File: config.mk
export PLATFORM = sky130hd
export DESIGN_NAME = line_burst_adapter_flat
export DESIGN_NICKNAME = d
export VERILOG_FILES = /design/src/rtl/line_burst_adapter_pkg.sv /design/src/rtl/line_burst_adapter_if.sv /design/src/rtl/line_burst_adapter.sv /design/src/flat_wrapper.sv
export SDC_FILE = /design/constraint.sdc
export NUM_CORES = 1
export LEC_CHECK = 0
export BUFFER_PORTS_ARGS = -buffer_cell sky130_fd_sc_hd__clkbuf_2
export CAP_MARGIN = 20
export CORE_AREA = 2 2 275 277
export DETAILED_ROUTE_END_ITERATION = 8
export DIE_AREA = 0 0 277 279
export SYNTH_ARGS = -nofsm -noshare
export SYNTH_HDL_FRONTEND = slang
export SYNTH_SLANG_ARGS = --single-unit
File: constraint.sdc
create_clock -name clk -period 5.1 [get_ports clk]
set_input_delay 0 -clock clk [delete_from_list [all_inputs] [get_ports clk]]
set_output_delay 0 -clock clk [all_outputs]
set_load 0.02 [all_outputs]
File: src/rtl/line_burst_adapter_pkg.sv
// ============================================================================
// Module   : line_burst_pkg
// Purpose  : Shared types and default geometry for the line/burst adapter.
// Revision : 1.0 - initial release
// ============================================================================
`default_nettype none

package line_burst_pkg;

    typedef enum logic [1:0] {
        IDLE  = 2'd0,
        READ  = 2'd1,
        WRITE = 2'd2,
        DONE  = 2'd3
    } lb_state_e;

    localparam int LB_LINE_W      = 256;
    localparam int LB_BURST_W     = 64;
    localparam int LB_BEATS       = LB_LINE_W / LB_BURST_W;
    localparam int LB_OFFSET_BITS = 5;

    // Clears the byte offset within a 32-byte line.
    function automatic logic [31:0] lb_align(input logic [31:0] addr);
        return {addr[31:LB_OFFSET_BITS], {LB_OFFSET_BITS{1'b0}}};
    endfunction

endpackage

`default_nettype wire

File: src/rtl/line_burst_adapter_if.sv
// ============================================================================
// Module   : line_burst_adapter_if
// Purpose  : Cache-side line bus and memory-side burst bus of the adapter.
// Revision : 1.0 - initial release
// ============================================================================
`default_nettype none

interface line_burst_adapter_if #(
    parameter int LINE_W  = 256,
    parameter int BURST_W = 64
);
    // Cache side
    logic [LINE_W-1:0]  line_i;
    logic [LINE_W-1:0]  line_o;
    logic [31:0]        address_i;
    logic               read_i;
    logic               write_i;
    logic               resp_o;
    // Memory side
    logic [BURST_W-1:0] burst_i;
    logic [BURST_W-1:0] burst_o;
    logic [31:0]        address_o;
    logic               read_o;
    logic               write_o;
    logic               resp_i;

    modport slave (
        input  line_i, address_i, read_i, write_i, burst_i, resp_i,
        output line_o, resp_o, burst_o, address_o, read_o, write_o
    );

    modport master (
        output line_i, address_i, read_i, write_i, burst_i, resp_i,
        input  line_o, resp_o, burst_o, address_o, read_o, write_o
    );

endinterface

`default_nettype wire

File: src/rtl/line_burst_adapter.sv
// ============================================================================
// Module   : line_burst_adapter
// Purpose  : Assembles BURST_W beats into a cache line on fills and splits a
//            line into beats on writebacks. Define LINE_BURST_FWD_EN to drop
//            the DONE state and complete reads/writes on the last beat.
// Revision : 1.0 - initial release
// ============================================================================
`default_nettype none

module line_burst_adapter
    import line_burst_pkg::*;
#(
    parameter int LINE_W  = LB_LINE_W,
    parameter int BURST_W = LB_BURST_W
) (
    input  wire logic             clk,
    input  wire logic             rst_n,
    line_burst_adapter_if.slave   bus
);

    localparam int BEATS = LINE_W / BURST_W;
    localparam int CNT_W = (BEATS > 1) ? $clog2(BEATS) : 1;

`ifdef LINE_BURST_FWD_EN
    localparam lb_state_e FINAL_STATE = IDLE;
`else
    localparam lb_state_e FINAL_STATE = DONE;
`endif

    lb_state_e         state_q, state_d;
    logic [CNT_W-1:0]  cnt_q,   cnt_d;
    logic [LINE_W-1:0] line_q,  line_d;
    logic [31:0]       addr_q,  addr_d;

    logic              last_beat;
    logic [LINE_W-1:0] line_out;

    assign last_beat = (cnt_q == CNT_W'(BEATS - 1));

    always_ff @(posedge clk or negedge rst_n) begin
        if (!rst_n) begin
            state_q <= IDLE;
            cnt_q   <= '0;
            line_q  <= '0;
            addr_q  <= '0;
        end else begin
            state_q <= state_d;
            cnt_q   <= cnt_d;
            line_q  <= line_d;
            addr_q  <= addr_d;
        end
    end

    always_comb begin
        state_d = state_q;
        cnt_d   = cnt_q;
        line_d  = line_q;
        addr_d  = addr_q;
        case (state_q)
            IDLE: begin
                // Writeback wins so a dirty victim is never lost behind a fill.
                if (bus.write_i) begin
                    line_d  = bus.line_i;
                    addr_d  = lb_align(bus.address_i);
                    cnt_d   = '0;
                    state_d = WRITE;
                end else if (bus.read_i) begin
                    addr_d  = lb_align(bus.address_i);
                    cnt_d   = '0;
                    state_d = READ;
                end
            end
            READ: begin
                if (bus.resp_i) begin
                    line_d[BURST_W*cnt_q +: BURST_W] = bus.burst_i;
                    if (last_beat) begin
                        state_d = FINAL_STATE;
                    end else begin
                        cnt_d = cnt_q + 1'b1;
                    end
                end
            end
            WRITE: begin
                if (bus.resp_i) begin
                    if (last_beat) begin
                        state_d = FINAL_STATE;
                    end else begin
                        cnt_d = cnt_q + 1'b1;
                    end
                end
            end
            DONE: begin
                state_d = IDLE;
            end
            default: begin
                state_d = IDLE;
            end
        endcase
    end

    assign bus.read_o    = (state_q == READ);
    assign bus.write_o   = (state_q == WRITE);
    assign bus.address_o = addr_q;
    assign bus.burst_o   = (state_q == WRITE) ? line_q[BURST_W*cnt_q +: BURST_W]
                                              : '0;

`ifdef LINE_BURST_FWD_EN
    assign bus.resp_o = ((state_q == READ) || (state_q == WRITE)) &&
                        bus.resp_i && last_beat;

    // The final beat has not reached line_q yet, so splice it into the top slot.
    always_comb begin
        line_out = line_q;
        if ((state_q == READ) && bus.resp_i && last_beat) begin
            line_out[LINE_W-1 -: BURST_W] = bus.burst_i;
        end
    end
`else
    assign bus.resp_o = (state_q == DONE);
    assign line_out   = line_q;
`endif

    assign bus.line_o = line_out;

endmodule

`default_nettype wire
File: src/flat_wrapper.sv
// flat-port wrapper written by rule: the top's interface ports become plain ports
module line_burst_adapter_flat import line_burst_pkg::*;
#(
    parameter int LINE_W  = LB_LINE_W,
    parameter int BURST_W = LB_BURST_W
)
  (clk, rst_n, bus_line_i, bus_address_i, bus_read_i, bus_write_i, bus_burst_i, bus_resp_i, bus_line_o, bus_resp_o, bus_burst_o, bus_address_o, bus_read_o, bus_write_o);
  line_burst_adapter_if #(.LINE_W(LINE_W), .BURST_W(BURST_W)) bus_i ();
  input  wire logic clk;
  input  wire logic rst_n;
  input wire logic [$bits(bus_i.line_i)-1:0] bus_line_i;
  input wire logic [$bits(bus_i.address_i)-1:0] bus_address_i;
  input wire logic [$bits(bus_i.read_i)-1:0] bus_read_i;
  input wire logic [$bits(bus_i.write_i)-1:0] bus_write_i;
  input wire logic [$bits(bus_i.burst_i)-1:0] bus_burst_i;
  input wire logic [$bits(bus_i.resp_i)-1:0] bus_resp_i;
  output wire logic [$bits(bus_i.line_o)-1:0] bus_line_o;
  output wire logic [$bits(bus_i.resp_o)-1:0] bus_resp_o;
  output wire logic [$bits(bus_i.burst_o)-1:0] bus_burst_o;
  output wire logic [$bits(bus_i.address_o)-1:0] bus_address_o;
  output wire logic [$bits(bus_i.read_o)-1:0] bus_read_o;
  output wire logic [$bits(bus_i.write_o)-1:0] bus_write_o;
  assign bus_i.line_i = bus_line_i;
  assign bus_i.address_i = bus_address_i;
  assign bus_i.read_i = bus_read_i;
  assign bus_i.write_i = bus_write_i;
  assign bus_i.burst_i = bus_burst_i;
  assign bus_i.resp_i = bus_resp_i;
  assign bus_line_o = bus_i.line_o;
  assign bus_resp_o = bus_i.resp_o;
  assign bus_burst_o = bus_i.burst_o;
  assign bus_address_o = bus_i.address_o;
  assign bus_read_o = bus_i.read_o;
  assign bus_write_o = bus_i.write_o;
  line_burst_adapter #(.LINE_W(LINE_W), .BURST_W(BURST_W)) u_core (.clk(clk), .rst_n(rst_n), .bus(bus_i));
endmodule
Yosys cells after proc, flatten, opt, wreduce, memory -nomap -nowiden --
Cells that the tools add are included.
Storage, ports and cells: register bits after elaboration 292, output and inout port bits 355, memories kept 0, bits in read-only memories 0, RAM bits 0, logic and storage cells 45, bits in latches 0
Operators by class: $add $sub $neg 2, multiply operators 0, mux-type cells 17, equal/unequal tests 10, divide/modulo/power cells 0, reduce and logical (&&, ||, !) cells 9, bitwise gates (word level) 0, shift operators 3, order comparisons 0
Operators with widths (number):
- two-way mux 256 bit | 2
- case mux 256 bit (2 select lines) | 1
- bitwise mux 256 bit | 1
- variable shift 64 x 34 -> 256 bit, first input constant | 1
- indexed part select 256 x 9 -> 64 bit | 1
- indexed part select 64 x 34 -> 256 bit | 1
- two-way mux 32 bit | 2
- two-way mux 64 bit | 1
- negation 8 -> 34 bit | 1
- two-way mux 2 bit | 8
- == test 2 bit, second input constant | 3
- inequality test 2 bit, second input constant | 3
- case mux 2 bit (3 select lines) | 1
- AND reduction 3 bit | 2
- nonzero test 2 bit | 3
- inequality test 2 x 1 -> 1 bit, second input constant | 2
- case mux 2 bit (2 select lines) | 1
- AND reduction 4 bit | 1
- inequality test 3 bit, second input constant | 1
- adder 2 x 1 -> 2 bit, second input constant | 1
- == test 2 x 1 -> 1 bit, second input constant | 1
- zero test 2 bit | 1
- AND reduction 2 bit | 1
- OR reduction 2 bit | 1

Longest topological paths before layout --
Gate-level depths: netlist of the first run.
word-level depth 5, gate-level depth with buffers 9

Worst setup path after synthesis of the first run --
No wires, ideal clock.
path kind register to register, from reg u_core.cnt_q[1], to reg u_core.line_q[100], in the netlist u_core.bus.line_o[100], data required time 4.975 ns, path slack 2.533 ns, buffers on the path 4, period minus slack after synthesis 2.567 ns, arrival time 2.443 ns, stages on the path, launching flop included 10, cell sequence dfrtp_1 -> buf_2 -> buf_1 -> inv_1 -> ha_1 -> and2_1 -> clkbuf_1 -> clkbuf_1 -> a32o_1 -> mux2_2
On the way: cells in the longest elaborated chain, start to end 5, elaborated cells on any way between the ends 6, classes of those cells add/sub (1); shift (2); mux (3)
RTL lines:
- from (decl) | line line_burst_adapter.sv:31 | logic [CNT_W-1:0] cnt_q, cnt_d;
- from (signal assigned) | line line_burst_adapter.sv:48 | cnt_q <= cnt_d;
- negation 8 -> 34 bit * | line line_burst_adapter.sv:75 | line_d[BURST_W*cnt_q +: BURST_W] = bus.burst_i;
- indexed part select 64 x 34 -> 256 bit or variable shift 64 x 34 -> 256 bit (tied branches) | line line_burst_adapter.sv:75
- bitwise mux 256 bit * | line line_burst_adapter.sv:75
- two-way mux 256 bit * | line line_burst_adapter.sv:74 | if (bus.resp_i) begin
- case mux 256 bit (2 select lines) * | line line_burst_adapter.sv:59 | case (state_q)
- to (signal assigned) | line line_burst_adapter.sv:49 | line_q <= line_d;
- to (decl) | line line_burst_adapter.sv:32 | logic [LINE_W-1:0] line_q, line_d;
Every way passes the cells marked *; elsewhere a longest branch is shown, timed or not. The select of a mux whose other input is x is not followed. A chain may end at the register's enable or synchronous reset.

Final worst setup path of the first run --
from reg u_core.cnt_q[1], to reg u_core.line_q[232], in the netlist u_core.bus.line_o[232]
The elaborated chain is that of the path after synthesis.

==> results of run 1 <==
[Yosys cell counts, types with 6 or more instances]
cell type	number	area, um^2
a32o_1	128	1280
a41o_1	64	641
and2_1	65	407
buf_2	23	115
buf_4	18	135
buf_6	18	203
clkbuf_1	95	357
dfrtp_1	287	7180
ha_1	10	125
inv_1	6	22.5
mux2_1	22	248
mux2_2	263	2960
mux4_2	64	1440
nand2_1	9	33.8
nand4b_1	64	561
nor2b_1	67	419
o2bb2ai_1	64	561
[where the power goes]
part,switching [mW],internal [mW]
logic,6.28,5.09
registers,1.14,3.45
clock network,1.10,1.86
[state kept, by name, summed over array words and instances, names as in the netlist]
name and count:
u_core.bus.address_o 27, u_core.state_q 2, u_core.cnt_q 2, u_core.bus.line_o 256
[path summary, 6_finish.rpt]
check / startpoint / endpoint / slack [ns]
worst max-delay path: u_core.cnt_q[1]$_DFFE_PN0P_ / u_core.bus.line_o[232]$_DFFE_PN0P_ / 1.20
worst min-delay path: bus_burst_i[0] / u_core.bus.line_o[64]$_DFFE_PN0P_ / 0.02
worst max register to register: u_core.cnt_q[1]$_DFFE_PN0P_ / u_core.bus.line_o[232]$_DFFE_PN0P_ / 1.20
worst min register to register: u_core.bus.address_o[16]$_DFFE_PN0P_ / u_core.bus.address_o[16]$_DFFE_PN0P_ / 0.51
max in group asynchronous: rst_n / u_core.bus.line_o[143]$_DFFE_PN0P_ / 3.56
min in group asynchronous: rst_n / u_core.bus.line_o[211]$_DFFE_PN0P_ / 0.04
[cells by family after synthesis]
group	count (synthesis)	share of synthesized area, %
mux	352	27.8
flops	287	42.5
compound gates	264	15.2
simple gates	211	8.64
buf+inv	165	5.05
fa+ha+maj	10	0.741
other cells	1	0.0222
[worst max-delay path, delay by kind of cell, from the launching register on]
family	cells	cell delay [ns]
simple gates	1	0.07
buf+inv	4	1.74
compound gates	1	0.36
fa+ha+maj	1	0.36
mux	1	0.27
flops	1	0.90
[area by class of cell]
class,count,area share [%]
Timing Repair Buffer,1264,32.7
Multi-Input combinational cell,842,32.1
Sequential cell,287,25.8
Tap cell,969,4.35
Clock buffer,57,4.14
Clock inverter,11,0.750
Inverter,6,0.0988
Antenna cell,4,0.0359
[timing repair]
item	in CTS	in global routing
hold endpoints to repair	377	0
setup endpoints to repair	0	0
hold buffers	531	0
[routing by layer]
layer	up-vias	track usage, %	share of wire (%)
li1	7432	-	-
met3	283	4.89	9.1
met2	1227	34.1	48
met4	4	12.3	5.7
met1	9072	24.3	38
met5	-	0	0.028
==> flow_metrics.env, run 1 <==
export IMPL_cpMostUsedCell="buf_4"
export IMPL_wl_per_cell_um=24.1
export IMPL_hpwl_um=53400
export IMPL_core_area_um2=74100
export IMPL_die_area_um2=77300
export IMPL_async_flop_share_pct=100
export IMPL_nets=2805
export IMPL_tightest_slew_ns=1.18
export IMPL_syn_inst=1290
export IMPL_gp_congestion=0.901
export IMPL_ys_ff_latch=287
export IMPL_antenna_found_initial=8
export IMPL_grt_max_degree=134
export IMPL_cp_required_ns=5.53
export IMPL_cts_sinks=287
export IMPL_rsz0062_at_grt="false"
export IMPL_place_area_um2=21200
export IMPL_cts_tree="yes"
export IMPL_hp_class="in2reg"
export IMPL_synthFlopType="dfrtp_1"
export IMPL_r2r_cells=8
export IMPL_fin_crit_ns=3.90
export IMPL_finClkSkew_ns=0.0244
export IMPL_totalPowerFinal_mw=18.9
export IMPL_crit_path_top_delay_cell="dfrtp_4"
export IMPL_yosys_warnings=0
export IMPL_n_fill_cell=7044
export IMPL_drt_wl_total_um=83100
export IMPL_pin_count=712
export IMPL_final_common_cell="clkbuf_2"
export IMPL_syn_to_final_growth_pct=65.0
export IMPL_grt_pass1_vias=19700
export IMPL_dpl_cell_count=2837
export IMPL_max_slew_margin_pct=21.5
export IMPL_post_cts_resized=0
export IMPL_seq_area_um2=7190
export IMPL_drv_cap=0
export IMPL_cp_start_kind="flop"
export IMPL_final_area_um2=27900
export IMPL_vias=18000
export IMPL_die_h_um=279
export IMPL_crit_arrival_ns=4.34
export IMPL_final_cell_mix="clkbuf_2 (700), dlygate4sd3_1 (531), dfrtp_1 (285), mux2_2 (263), a32o_1 (128)"
export IMPL_ir_drop_mv=0.655
export IMPL_max_freq_mhz=256
export IMPL_drc=0
export IMPL_fin_crit_sh_pct=76.5
export IMPL_synthDistinctLibCells=31
export IMPL_path_max_fanout=65
export IMPL_cpPeakStageDelay_ns=0.90
export IMPL_maxSlewViolCount=0
export IMPL_start_util_pct=22.8
export IMPL_utilization_pct=37.6
export IMPL_setup_slack_ns=1.20
export IMPL_via_per_inst=5.24
export IMPL_cts_buffers=37
export IMPL_track_usage_pct=20.6
export IMPL_holdWs_ns=0.0155
export IMPL_hold_viol=0
export IMPL_critical_path_class="reg2reg"
export IMPL_endpoint_kind="flop"
export IMPL_first_pass_iters=6
export IMPL_netlist_area_um2=16900
export IMPL_post_cts_buffers=0
export IMPL_clock_latency_ns=0.56
export IMPL_setup_tns_ns=0
export IMPL_root_buffer="clkbuf_16"
export IMPL_io_buffer_count=701
export IMPL_synth_edff_count=0
export IMPL_crit_chain="inv_1 -> ha_4 -> buf_4 -> nor2b_4 -> buf_4 -> a32o_1 -> dlygate4sd3_1 -> mux2_2"
export IMPL_ys_seq_area_share_pct=42.5
export IMPL_multiInputGateArea_um2=8950
export IMPL_drive_above_1_share_pct=46.2
export IMPL_setup_violations=0
export IMPL_status="finished clean"
export IMPL_fin_cells=3440
export IMPL_grt_first_pass_wirelength_um=122000
export IMPL_path_clk_slew_ns=0.07
export IMPL_cts_max_path_buffers=3
export IMPL_p_leak_nw=12.9
export IMPL_syn_area_per_cell_um2=13.1
export IMPL_grt_ovfl_total=0
export IMPL_power_density_nw_per_um2=679
export IMPL_fp_row_count=100
export IMPL_final_antenna_net_count=0
export IMPL_cts_max_level=2
export IMPL_fp_dieW_um=277
export IMPL_first_iter_violations=1349
export IMPL_place_ws_ns=1.88
export IMPL_min_path_cells=3
(Power assumes the default switching activity.)
==> run 2, diff against run 1 <==
Clock period 5.1 ns to 3.5 ns, I/O delays scaled along.
==> flow_metrics.env, run 2 (synthesis results as in run 1) <==
export IMPL_setup_tns_ns=0
export IMPL_first_pass_iters=5
export IMPL_grt_pass1_vias=19500
export IMPL_path_clk_slew_ns=0.06
export IMPL_cts_sinks=287
export IMPL_cts_max_level=2
export IMPL_start_util_pct=22.8
export IMPL_drc=0
export IMPL_die_h_um=279
export IMPL_rrSetupSlack_ns=0.18
export IMPL_hold_path_end="u_core.bus.line_o[128]$_DFFE_PN0P_"
export IMPL_crit_chain="inv_1 -> ha_4 -> buf_4 -> nor2b_4 -> buf_4 -> a41o_1 -> dlygate4sd3_1 -> mux2_2"
export IMPL_core_area_um2=74100
export IMPL_holdWs_ns=0.0488
export IMPL_status="finished clean"
export IMPL_wl_per_cell_um=24.6
export IMPL_cts_max_path_buffers=3
export IMPL_tightest_slew_ns=0.933
export IMPL_cts_hold_fix_buffers=526
export IMPL_r2r_end="u_core.bus.line_o[164]$_DFFE_PN0P_"
export IMPL_ir_drop_mv=0.742
export IMPL_path_max_fanout=37
export IMPL_cp_start_kind="flop"
export IMPL_drive_above_1_share_pct=46.6
export IMPL_finClkSkew_ns=0.0202
export IMPL_wl_met3_um=6750
export IMPL_max_freq_mhz=301
export IMPL_cpMostUsedCell="buf_4"
export IMPL_die_area_um2=77300
export IMPL_endpoint_kind="flop"
export IMPL_top_layer="met5"
export IMPL_p_leak_nw=12.9
export IMPL_largest_reg_flops=256
export IMPL_grt_max_degree=98
export IMPL_final_common_cell="clkbuf_2"
export IMPL_maxSlewViolCount=0
export IMPL_min_path_cells=3
export IMPL_setup_violations=0
export IMPL_grt_first_pass_wirelength_um=123000
export IMPL_critical_path_class="reg2reg"
export IMPL_fin_crit_sh_pct=94.9
export IMPL_r2r_start="u_core.cnt_q[0]$_DFFE_PN0P_"
export IMPL_final_antenna_net_count=0
export IMPL_cp_required_ns=3.93
export IMPL_io_buffer_count=701
export IMPL_cts_tree="yes"
export IMPL_track_usage_pct=21.0
export IMPL_pin_count=712
export IMPL_hold_viol=0
export IMPL_wl_met1_um=33300
export IMPL_final_cell_mix="clkbuf_2 (700), dlygate4sd3_1 (526), dfrtp_1 (285), mux2_2 (263), a32o_1 (128)"
export IMPL_cpPeakStageDelay_ns=0.62
export IMPL_crit_path_top_delay_cell="dfrtp_4"
export IMPL_fp_row_count=100
export IMPL_hpwl_um=54100
export IMPL_rsz0062_at_grt="false"
export IMPL_cts_buffers=37
export IMPL_antenna_found_initial=7
export IMPL_nets=2811
export IMPL_syn_to_final_growth_pct=65.5
export IMPL_via_per_inst=5.23
export IMPL_clock_latency_ns=0.55
export IMPL_first_iter_violations=1330
export IMPL_r2r_cells=8
export IMPL_max_slew_margin_pct=37.8
export IMPL_holdCritStartpoint="bus_burst_i[0]"
export IMPL_post_cts_buffers=0
export IMPL_fin_crit_ns=3.32
export IMPL_gp_congestion=0.908
export IMPL_crit_arrival_ns=3.75
export IMPL_hp_class="in2reg"
export IMPL_power_density_nw_per_um2=988
export IMPL_fp_dieW_um=277
export IMPL_vias=18000
export IMPL_post_cts_resized=0
export IMPL_drv_cap=0
export IMPL_drt_wl_total_um=84800
export IMPL_grt_ovfl_total=0
export IMPL_met2WireLength_um=40800
export IMPL_root_buffer="clkbuf_16"
[run 2: cell count changes in the layout (fill, tap and decap cells not counted)]
cell	delta
buf_12	+9
buf_16	+1
buf_4	+1
bufinv_16	-3
clkbuf_1	-2
clkinv_2	+2
diode_2	-1
dlygate4sd3_1	-5
[run 2: worst max path at each step]
stage	from	end	slack [ns]	cells after the start
after floorplan	u_core.cnt_q[1]$_DFFE_PN0P_	u_core.bus.line_o[100]$_DFFE_PN0P_	0.93	9
after global placement	u_core.cnt_q[0]$_DFFE_PN0P_	u_core.bus.line_o[123]$_DFFE_PN0P_	0.75	5
after detailed placement	u_core.cnt_q[0]$_DFFE_PN0P_	u_core.bus.line_o[123]$_DFFE_PN0P_	0.67	5
after CTS	u_core.cnt_q[0]$_DFFE_PN0P_	u_core.bus.line_o[64]$_DFFE_PN0P_	0.16	7
after global routing	u_core.cnt_q[0]$_DFFE_PN0P_	u_core.bus.line_o[12]$_DFFE_PN0P_	0.08	6
final	u_core.cnt_q[0]$_DFFE_PN0P_	u_core.bus.line_o[164]$_DFFE_PN0P_	0.18	8
[run 2: area by class of cell]
type / count / area, um^2
Fill cell: 7090 / 46100
Timing Repair Buffer: 1270 / 9290
Multi-Input combinational cell: 842 / 8950
Sequential cell: 287 / 7190
Tap cell: 969 / 1210
Clock buffer: 55 / 1150
Clock inverter: 10 / 129
Inverter: 6 / 27.5
Antenna cell: 3 / 7.51
[run 2: routing by layer]
metal  vias up  global-route usage [%]
met2      1212                    35.4
met5         -                       0
li1       7432                       -
met1      9081                    25.6
met3       280                    4.33
met4         2                    10.5
[run 2: per-stage QoR]
step,cells,total power [mW],utilization (%),setup slack [ns],cell area [um^2]
5_1_grt,3440,28.8,37.7,0.0825,27900
2_1_floorplan,1294,16.2,-,0.933,16900
3_5_place_dp,2847,21.8,28.9,0.675,21400
3_3_place_gp,2847,21.4,28.9,0.750,21400
6_report,3442,27.6,37.7,0.177,27900
4_1_cts,3438,27.4,37.7,0.164,27900
[run 2: critical path: cells and delay by family, from the launching register on]
family,cells,cell delay (ns)
adder cells (fa/ha/maj),1,0.20
AND/OR/NAND/NOR,1,0.08
buffers and inverters,4,1.64
multiplexers,1,0.28
AO/OA/AOI/OAI,1,0.32
flip-flops,1,0.62
[run 2: where the power goes]
part           total, mW  switching, mW  internal [mW]
Sequential          6.64           1.61           5.03
Clock               4.05           1.57           2.48
Combinational       16.9           9.38           7.54
Total               27.6           12.6           15.0
==> run 3, diff against run 2 <==
Settings changed: CORE_AREA 2 2 275 277 to 4 4 277 279, DIE_AREA 0 0 277 279 to 0 0 281 283.
==> flow_metrics.env, run 3 (synthesis results as in run 1) <==
export IMPL_cts_sinks=287
export IMPL_max_slew_margin_pct=25.3
export IMPL_top_usage_layer="met2"
export IMPL_grt_max_degree=99
export IMPL_fp_dieW_um=281
export IMPL_first_pass_iters=7
export IMPL_hold_viol=1
export IMPL_crit_arrival_ns=3.68
export IMPL_grt_ovfl_total=0
export IMPL_globalRouteMet3Util_pct=4.84
export IMPL_setup_tns_ns=0
export IMPL_combinationalPowerShare_pct=61.4
export IMPL_track_usage_pct=20.7
export IMPL_core_area_um2=74200
export IMPL_setup_violations=0
export IMPL_holdWs_ns=-0.0131
export IMPL_path_clk_slew_ns=0.06
export IMPL_gr_usage_met2_pct=34.7
export IMPL_place_ws_ns=0.809
export IMPL_max_freq_mhz=307
export IMPL_endpoint_kind="flop"
export IMPL_nets=2813
export IMPL_path_max_fanout=32
export IMPL_final_common_cell="clkbuf_2"
export IMPL_clkPwrFrac_pct=14.5
export IMPL_final_area_um2=27900
export IMPL_switchingPower_mw=12.6
export IMPL_cpPeakStageDelay_ns=0.62
export IMPL_hpwl_um=55100
export IMPL_first_iter_violations=1400
export IMPL_status="finished, violations left"
export IMPL_clock_latency_ns=0.55
export IMPL_wl_per_cell_um=24.9
export IMPL_crit_path_top_delay_cell="dfrtp_4"
export IMPL_finClkSkew_ns=0.0236
export IMPL_p_int_mw=15.0
export IMPL_crit_chain="inv_1 -> ha_4 -> buf_4 -> nor2b_4 -> buf_4 -> a41o_1 -> dlygate4sd3_1 -> mux2_2"
export IMPL_syn_to_final_growth_pct=65.3
export IMPL_drive_above_1_share_pct=46.2
export IMPL_maxSlewViolCount=0
export IMPL_pwr_share_seq_pct=24.2
export IMPL_cts_buffers=38
export IMPL_rsz0062_at_grt="false"
export IMPL_critical_path_class="reg2reg"
export IMPL_p_leak_nw=12.9
export IMPL_largest_reg_flops=256
export IMPL_grt_first_pass_wirelength_um=127000
export IMPL_drv_cap=0
export IMPL_final_cell_mix="clkbuf_2 (700), dlygate4sd3_1 (533), dfrtp_1 (285), mux2_2 (263), a32o_1 (128)"
export IMPL_fp_row_count=100
export IMPL_power_density_nw_per_um2=986
export IMPL_drc=0
export IMPL_drt_wl_total_um=85600
export IMPL_die_h_um=283
export IMPL_die_area_um2=79500
export IMPL_antenna_found_initial=7
export IMPL_cpMostUsedCell="buf_4"
export IMPL_grt_pass1_vias=19600
export IMPL_final_antenna_net_count=0
export IMPL_n_fill_cell=7062
export IMPL_hp_class="in2reg"
export IMPL_start_util_pct=22.8
export IMPL_cts_max_path_buffers=3
export IMPL_pin_count=712
export IMPL_violations="hold timing"
export IMPL_cp_start_kind="flop"
export IMPL_fin_crit_ns=3.26
export IMPL_root_buffer="clkbuf_16"
export IMPL_vias=18000
export IMPL_place_area_um2=21300
export IMPL_tightest_slew_ns=1.12
export IMPL_cts_tree="yes"
export IMPL_gp_congestion=0.862
export IMPL_ir_drop_mv=0.559
export IMPL_p_sw_share_pct=45.7
export IMPL_met1_usage_pct=24.7
export IMPL_via_per_inst=5.23
export IMPL_io_buffer_count=701
export IMPL_fin_crit_sh_pct=93.1
export IMPL_cts_max_level=2
export IMPL_setup_slack_ns=0.243
export IMPL_post_cts_buffers=0
export IMPL_cp_required_ns=3.92
[run 3: cell count changes in the layout (fill, tap and decap cells not counted), sizes merged, moves of 2 or more]
cell and change:
buf -6, diode -2, dlygate4sd3 +7, clkinv +6
[run 3: worst paths after layout]
path	slack, ns	start	end	cells past startpoint
min in group asynchronous	0.10	rst_n	u_core.bus.line_o[116]$_DFFE_PN0P_	2
worst max register to register	0.24	u_core.cnt_q[0]$_DFFE_PN0P_	u_core.bus.line_o[159]$_DFFE_PN0P_	8
worst min-delay path	-0.01	bus_line_i[130]	u_core.bus.line_o[130]$_DFFE_PN0P_	4
worst max-delay path	0.24	u_core.cnt_q[0]$_DFFE_PN0P_	u_core.bus.line_o[159]$_DFFE_PN0P_	8
max in group asynchronous	2.42	rst_n	u_core.bus.line_o[179]$_DFFE_PN0P_	3
worst min register to register	0.50	u_core.bus.address_o[15]$_DFFE_PN0P_	u_core.bus.address_o[15]$_DFFE_PN0P_	1
[run 3: worst max-delay path: cells and delay by family, from the launching register on]
family	cells	cell delay, ns
mux	1	0.26
simple gates	1	0.07
buf+inv	4	1.57
fa+ha+maj	1	0.20
compound gates	1	0.32
flops	1	0.62
[run 3: timing repair]
action                    4_1_cts  5_1_grt
hold buffers                  533        0
resized for setup               0        0
hold endpoints to repair      376        0
[run 3: power by group through the flow]
stage	combinational [mW]	sequential [mW]	clock (mW)
finish	16.9	6.65	3.98
global route	17.7	6.81	4.22
CTS	16.7	6.57	4.08
detailed placement	15.1	6.60	0
global placement	14.8	6.50	0
floorplan	8.22	7.99	0
[run 3: area by class of cell]
class | count | area [um^2] | share of cell area, %
repair buffers | 1271 | 9290 | 33.3
inverters | 6 | 27.5 | 0.0986
multi-input cells | 842 | 8950 | 32.0
clock inverters | 14 | 128 | 0.457
diodes | 1 | 2.50 | 0.00896
clock buffers | 54 | 1120 | 4.03
flip-flops and latches | 287 | 7190 | 25.8
well taps | 969 | 1210 | 4.34
[run 3: stage by stage]
stage	power [mW]	util (%)	cells
2_1_floorplan	16.2	-	1294
3_3_place_gp	21.3	28.7	2841
3_5_place_dp	21.7	28.7	2841
4_1_cts	27.3	37.6	3442
5_1_grt	28.7	37.6	3444
6_report	27.5	37.6	3444
[run 3: layer usage]
layer | vias up | routed length (um)
met5 | - | 37
met1 | 9060 | 32100
met3 | 269 | 7970
met4 | 6 | 4370
met2 | 1226 | 41200
li1 | 7447 | -
